===== src/rtl/imem_dmem_arbiter.sv =====
// imem_dmem_arbiter: shares one single-port handshaked memory between the
// core's data port and its instruction-fetch port. Each core cycle is turned
// into an optional data transaction followed by a fetch transaction, and the
// core is frozen with cpu_hold until both have completed.
//
// state  | meaning
// -------+-----------------------------------------------------------
// IDLE   | capture the core's request, choose data-first or fetch-only
// D_REQ  | data request on the bus, waiting for m_ready
// D_WAIT | data request accepted, waiting for m_rvalid (read data / store ack)
// I_REQ  | fetch request on the bus, waiting for m_ready
// I_WAIT | fetch accepted, waiting for m_rvalid
// DONE   | both results available, core released for one cycle
module imem_dmem_arbiter (
  input  logic        clk,
  input  logic        reset,
  input  logic [31:0] cpu_iaddr,
  input  logic [31:0] cpu_daddr,
  input  logic [31:0] cpu_dwdata,
  input  logic [3:0]  cpu_we,
  input  logic        cpu_dre,
  output logic [31:0] cpu_idata,
  output logic [31:0] cpu_drdata,
  output logic        cpu_hold,
  output logic        m_req,
  output logic [31:0] m_addr,
  output logic [31:0] m_wdata,
  output logic [3:0]  m_we,
  input  logic        m_ready,
  input  logic        m_rvalid,
  input  logic [31:0] m_rdata,
  output logic [31:0] stall_cnt
);

  typedef enum logic [2:0] {
    IDLE   = 3'd0,
    D_REQ  = 3'd1,
    D_WAIT = 3'd2,
    I_REQ  = 3'd3,
    I_WAIT = 3'd4,
    DONE   = 3'd5
  } state_t;

  state_t      state;

  // Fetch address is needed after the data access finishes; the data-side
  // address, write data and enables live in the registered bus outputs while
  // D_REQ is active, so only the fetch address and store enables are kept here.
  logic [31:0] iaddr_q;
  logic [3:0]  we_q;

  // Sequencer: state, registered bus/core outputs and the hold-cycle counter.
  always_ff @(posedge clk) begin
    if (reset) begin
      state      <= IDLE;
      iaddr_q    <= '0;
      we_q       <= '0;
      cpu_idata  <= '0;
      cpu_drdata <= '0;
      cpu_hold   <= 1'b1;
      m_req      <= 1'b0;
      m_addr     <= '0;
      m_wdata    <= '0;
      m_we       <= '0;
      stall_cnt  <= '0;
    end else begin
      // cpu_hold is registered and always equals (state != DONE).
      if (cpu_hold) begin
        stall_cnt <= stall_cnt + 32'd1;
      end

      case (state)
        IDLE: begin
          iaddr_q  <= cpu_iaddr;
          we_q     <= cpu_we;
          cpu_hold <= 1'b1;
          m_req    <= 1'b1;
          if (cpu_dre || (cpu_we != 4'b0000)) begin
            state   <= D_REQ;
            m_addr  <= cpu_daddr & 32'hFFFF_FFFC;
            m_we    <= cpu_we;
            m_wdata <= cpu_dwdata;
          end else begin
            state   <= I_REQ;
            m_addr  <= cpu_iaddr & 32'hFFFF_FFFC;
            m_we    <= 4'b0000;
            m_wdata <= '0;
          end
        end

        D_REQ: begin
          // A same-cycle m_rvalid here belongs to nothing we issued; only
          // the acceptance matters.
          if (m_ready) begin
            state   <= D_WAIT;
            m_req   <= 1'b0;
            m_addr  <= '0;
            m_we    <= 4'b0000;
            m_wdata <= '0;
          end
        end

        D_WAIT: begin
          // Stores also wait here: m_rvalid is the write acknowledge.
          if (m_rvalid) begin
            if (we_q == 4'b0000) begin
              cpu_drdata <= m_rdata;
            end
            state   <= I_REQ;
            m_req   <= 1'b1;
            m_addr  <= iaddr_q & 32'hFFFF_FFFC;
            m_we    <= 4'b0000;
            m_wdata <= '0;
          end
        end

        I_REQ: begin
          if (m_ready) begin
            state   <= I_WAIT;
            m_req   <= 1'b0;
            m_addr  <= '0;
            m_we    <= 4'b0000;
            m_wdata <= '0;
          end
        end

        I_WAIT: begin
          if (m_rvalid) begin
            cpu_idata <= m_rdata;
            state     <= DONE;
            cpu_hold  <= 1'b0;
          end
        end

        DONE: begin
          state    <= IDLE;
          cpu_hold <= 1'b1;
        end

        default: begin
          state    <= IDLE;
          cpu_hold <= 1'b1;
          m_req    <= 1'b0;
          m_addr   <= '0;
          m_we     <= 4'b0000;
          m_wdata  <= '0;
        end
      endcase
    end
  end

endmodule


===== config.mk =====
export PLATFORM = sky130hd
export DESIGN_NAME = imem_dmem_arbiter
export DESIGN_NICKNAME = d
export VERILOG_FILES = /design/src/rtl/imem_dmem_arbiter.sv
export SDC_FILE = /design/constraint.sdc
export NUM_CORES = 1
export LEC_CHECK = 0
export ABC_AREA = 1
export CAP_MARGIN = 5
export CORE_UTILIZATION = 30
export DETAILED_ROUTE_END_ITERATION = 8
export PLACE_DENSITY = 0.68
export SYNTH_ARGS = -nofsm -noshare
export SYNTH_HDL_FRONTEND = slang
export SYNTH_SLANG_ARGS = --single-unit

===== constraint.sdc =====
create_clock -name clk -period 1.7 [get_ports clk]
set_input_delay 0.17 -clock clk [delete_from_list [all_inputs] [get_ports clk]]
set_output_delay 0.17 -clock clk [all_outputs]
set_load 0.01 [all_outputs]

======== Word level (Yosys, flattened, before mapping) ========
Index checks and enable logic that the tools add are counted.
word-level totals
  register bits ........................... 205
  input port bits ......................... 137
  output and inout port bits .............. 166
  logic and storage cells ................. 58
cells by class
  $add $sub $neg .......................... 1
  equal/unequal tests ..................... 10
  muxes and demuxes ....................... 22
  bitwise gates (word level) .............. 2
  reductions and logical operators ........ 12
operator list
  operator                                                                  number
  32-bit case mux with 4 select lines                                       2
  32-bit 2-to-1 mux                                                         5
  32-bit by 1-bit adder with 32-bit output (second input constant)          1
  4-bit case mux with 4 select lines                                        1
  3-bit case mux with 5 select lines                                        1
  3-bit 2-to-1 mux                                                          4
  4-bit 2-to-1 mux                                                          3
  2-bit inequality test (second input constant)                             4
  3-bit by 2-bit == test with 1-bit output (second input constant)          2
  3-bit == test (second input constant)                                     2
  3-bit AND reduction                                                       2
  4-bit zero test                                                           1
  1-bit case mux with 4 select lines                                        1
  2-bit AND reduction                                                       2
  4-bit AND reduction                                                       1
  4-bit nonzero test                                                        1
  2-bit OR reduction                                                        2
  3-bit by 1-bit == test with 1-bit output (second input constant)          1
  3-bit zero test                                                           1
  1-bit 2-to-1 mux                                                          3
  3-bit OR reduction                                                        1
  2-bit 2-to-1 mux                                                          1
  2-bit by 1-bit inequality test with 1-bit output (second input constant)  1
  1-bit NOT                                                                 2
  2 further kinds                                                           2

======== Depth between registers and ports, before layout ========
  depth after elaboration ................. 4
  gate-level depth with buffers ........... 11
  depth with buffers taken out ............ 10

======== Least setup slack after synthesis ========
OpenSTA, ideal clock, no wires.
  kind .................................... flip-flop to flip-flop
  from .................................... register stall_cnt[0]
  to ...................................... register stall_cnt[18]
  library setup time ...................... 0.113 ns
  arrival time ............................ 1.435 ns
  data required time ...................... 1.587 ns
  setup slack ............................. 0.153 ns
  stages on the path, launching flop included .. 11
  buffers on the path ..................... 0
  period minus slack after synthesis ...... 1.547 ns
  cell sequence ........................... dfxtp_1 ha_1 inv_1 nor2_1 nand2_1 nor2_1 nand2_1 nor2_1 nand2_1 nand2_1 nor2_1
on the way
  word-level cells in the longest chain between the ends .. 1
ends and longest elaborated chain
  element                                   RTL line  source
  from (decl)                               32        output logic [31:0] stall_cnt
  from (signal assigned)                    69        stall_cnt <= stall_cnt + 32'd1;
  32-bit by 1-bit adder with 32-bit output  69
Every way passes these cells.
A chain may end at the register's enable or synchronous reset.

======== Worst setup path in the final report ========
  from .................................... register stall_cnt[1]
  to ...................................... output stall_cnt[1]
No word-level cell between the ends.

==> reports/metrics.yaml <==
critical_path:
  r2r_slack_ns: 0.10
  r2r-start: "state[2]"
  cp-endpoint: "stall_cnt[1]"
  critPathLaunch: "stall_cnt[1]"
  required_ns: 1.53
  critical_path.max_fanout: 4
  cp_cell_sequence: "clkdlybuf4s50_1"
  max_stage_delay_ns: 0.59
  path_delay_family: "buffers and inverters"
  cp.arrival_ns: 1.47
  slowest_stage: "clkdlybuf4s50_1"
  reg2reg_depth: 8
  critPathBufInv: 1
  cp.depth: 1
  reg2reg_to: "m_addr[7]"
  cp-start-kind: "flip-flop"
  crit_path_end_kind: "primary output"
  crit_type: "reg2out"
logic_synthesis:
  ys.flop_type: "dfxtp_1"
  synth_top_area_share_pct: 46.9
  synth_cells: 1180
  ys_types: 35
  netlist.top_cell.by_area: "dfxtp_1"
  ys_seq_area_share_pct: 46.9
  synth.area.top_cells: "dfxtp_1 (47%), nor2_1 (11%), o21ai_0 (9.6%)"
  yosysMostFrequentCell: "nor2_1"
  ys_async_sr_fraction_pct: 0
  syn_avg_cell_area_um2: 7.27
  synth.top_cells.by_count: "nor2_1 (260), dfxtp_1 (201), o21ai_0 (164), nand2_1 (129)"
  yosysWarnings: 0
  netlist_area_um2: 8580
  synth-edff-count: 0
  synth_seq_cells: 201
finish:
  layoutNonFillerInstCount: 1866
  drive_gt1_share_pct: 11.8
  syn2layout_area_growth_pct: 51.0
  fillerInstances: 2794
  seqCellArea_um2: 4040
  multi_input_area_um2: 3780
  nets: 1610
  design_area_um2: 13000
clock_tree:
  path_clk_slew_ns: 0.06
  hold_buffers: 0
  clock_path_buffers: 3
  cts_buffers: 23
  htree_levels: 1
  clock-sinks: 201
  worst_skew_pair.late_latency_ns: 0.51
  cts_root_buffer: "clkbuf_16"
  cts_tree: "yes"
routing:
  vias: 8588
  drc: 0
  dr.pass1.iters: 5
  avgViaCountPerCell: 4.60
  totalWireLength_mm: 26.3
  drt_iter0_drc: 662
  wl_per_cell_um: 14.1
  ant_nets: 0
floorplan:
  core_area_um2: 27900
  core.rowCount: 61
  io_pins: 303
  die_area_um2: 29300
  start_util_pct: 30.7
  die_w_um: 171
  die_h_um: 171
global_routing:
  grt_max_degree: 130
  grt-ovfl-total: 0
  gr-usage-all-layers_pct: 17.8
  antenna_found_initial: 1
  grt_pass1_vias: 8262
  grt_pass1_wl_mm: 42.3
sta:
  period_needed_ns: 1.64
  finalSetupViolCount: 0
  max_freq_mhz: 610
  final-max-slew-violation-count: 0
  fin_crit_sh_pct: 96.5
  tightest_slew_ns: 0.677
  finClkSkew_ns: 0.0123
  maxSlewHeadroom_pct: 54.9
  fin_setup_tns_ns: 0
  finalHoldViolations: 0
run_status:
  status: "complete, no violations"
min_path:
  whs_path_depth: 3
  min_path_type: "in2reg"
power_and_ir_drop:
  power.total_mw: 18.9
  p_leak_nw: 5.12
  irDropWorstVdd_mv: 0.787
  power-per-cell-area_nw_per_um2: 1460
placed_design:
  gp_congestion: 0.883
  dpl-instance-area_um2: 12000
  place_inst: 1820
  hpwlAfterDp_mm: 18.0
  io_buffers: 296
job:
  maxCapViolations: 0
metal layers:
layer  vias up  GRT usage [%]  wire, um  share of wire (%)
li1       4353              -         -                  -
met1      3961           21.8     11400                 43
met2       234           30.5     12400                 47
met3        40           4.72      1950                7.4
met4         0           4.85       542                2.1
met5         -              0         0                  0
final cells by class:
type / count / area share, %
antenna: 1 / 0.0193
tap: 378 / 3.65
timing repair buffer: 334 / 26.3
multi-input combinational: 799 / 29.2
inverter: 113 / 3.38
sequential: 201 / 31.2
clock inverter: 14 / 1.57
clock buffer: 26 / 4.68
state kept, by name, indices dropped and copies added (netlist names):
signal      cells
m_addr         30
m_wdata        32
stall_cnt      32
iaddr_q        30
cpu_hold        1
we_q            4
cpu_idata      32
state           3
m_req           1
m_we            4
cpu_drdata     32
how the worst min path moves through the flow:
stage / startpoint / end / slack (ns)
after detailed placement: iaddr_q[4] / iaddr_q[4] / 0.44
after global routing: reset / m_we[1] / 0.07
after global placement: iaddr_q[21] / iaddr_q[21] / 0.44
final: reset / m_we[0] / 0.07
after CTS: reset / m_we[0] / 0.04
after floorplan: m_rdata[0] / cpu_idata[0] / 0.30
stage by stage:
stage                     hold WS [ns]  utilization (%)  worst slack (ns)
after floorplan                  0.305                -             0.153
after global placement           0.439             43.1           -0.0674
after detailed placement         0.444             43.1            -0.126
after CTS                       0.0386             46.0           0.00193
after global routing            0.0684             46.4          -0.00106
final                           0.0685             46.4            0.0601
what timing repair did:
item,in CTS,in global routing
endpoints found under the setup margin,10,33
gates cloned,0,1
setup buffers,0,4
resized for setup,10,23
pin swaps,0,3
kinds of logic (layout without fill, tap and decap cells):
group,count (synthesis),count (layout),share of synthesized area (%)
adder cells (fa/ha/maj),1,1,0.146
AO/OA/AOI/OAI,314,314,19.9
buffers and inverters,181,487,9.19
XOR/XNOR,5,5,0.511
flip-flops,201,201,46.9
other,1,3,0.0437
AND/OR/NAND/NOR,477,477,23.3
power by group:
group | internal, mW | switching, mW | total [mW]
sequential | 5.89 | 0.564 | 6.46
clock | 3.32 | 2.01 | 5.33
combinational | 3.26 | 3.87 | 7.13
total | 12.5 | 6.45 | 18.9
layout by cell type, fill, tap and decap left out, types with 2 or more instances in the layout:
| master | instances |
|---|---|
| a21oi_1 | 107 |
| nand2_2 | 28 |
| buf_4 | 26 |
| nand3_1 | 27 |
| bufinv_16 | 5 |
| o21a_1 | 2 |
| nor2_4 | 4 |
| conb_1 | 2 |
| clkbuf_16 | 24 |
| a21oi_2 | 32 |
| dlymetal6s2s_1 | 5 |
| nor2_2 | 10 |
| a211oi_1 | 2 |
| xor2_1 | 4 |
| dfxtp_1 | 187 |
| clkinvlp_4 | 2 |
| nor2_1 | 257 |
| o21ai_1 | 5 |
| dfxtp_2 | 14 |
| clkbuf_8 | 2 |
| nand4_1 | 8 |
| o22ai_1 | 2 |
| buf_12 | 11 |
| nor3_1 | 9 |
| dlygate4sd2_1 | 4 |
| inv_1 | 106 |
| o21ai_0 | 163 |
| inv_2 | 3 |
| clkinv_2 | 7 |
| nand2_1 | 128 |
| nand2_4 | 3 |
| clkdlybuf4s50_1 | 286 |
| clkinv_4 | 2 |
Note: power is estimated with default switching activity, not from simulation.
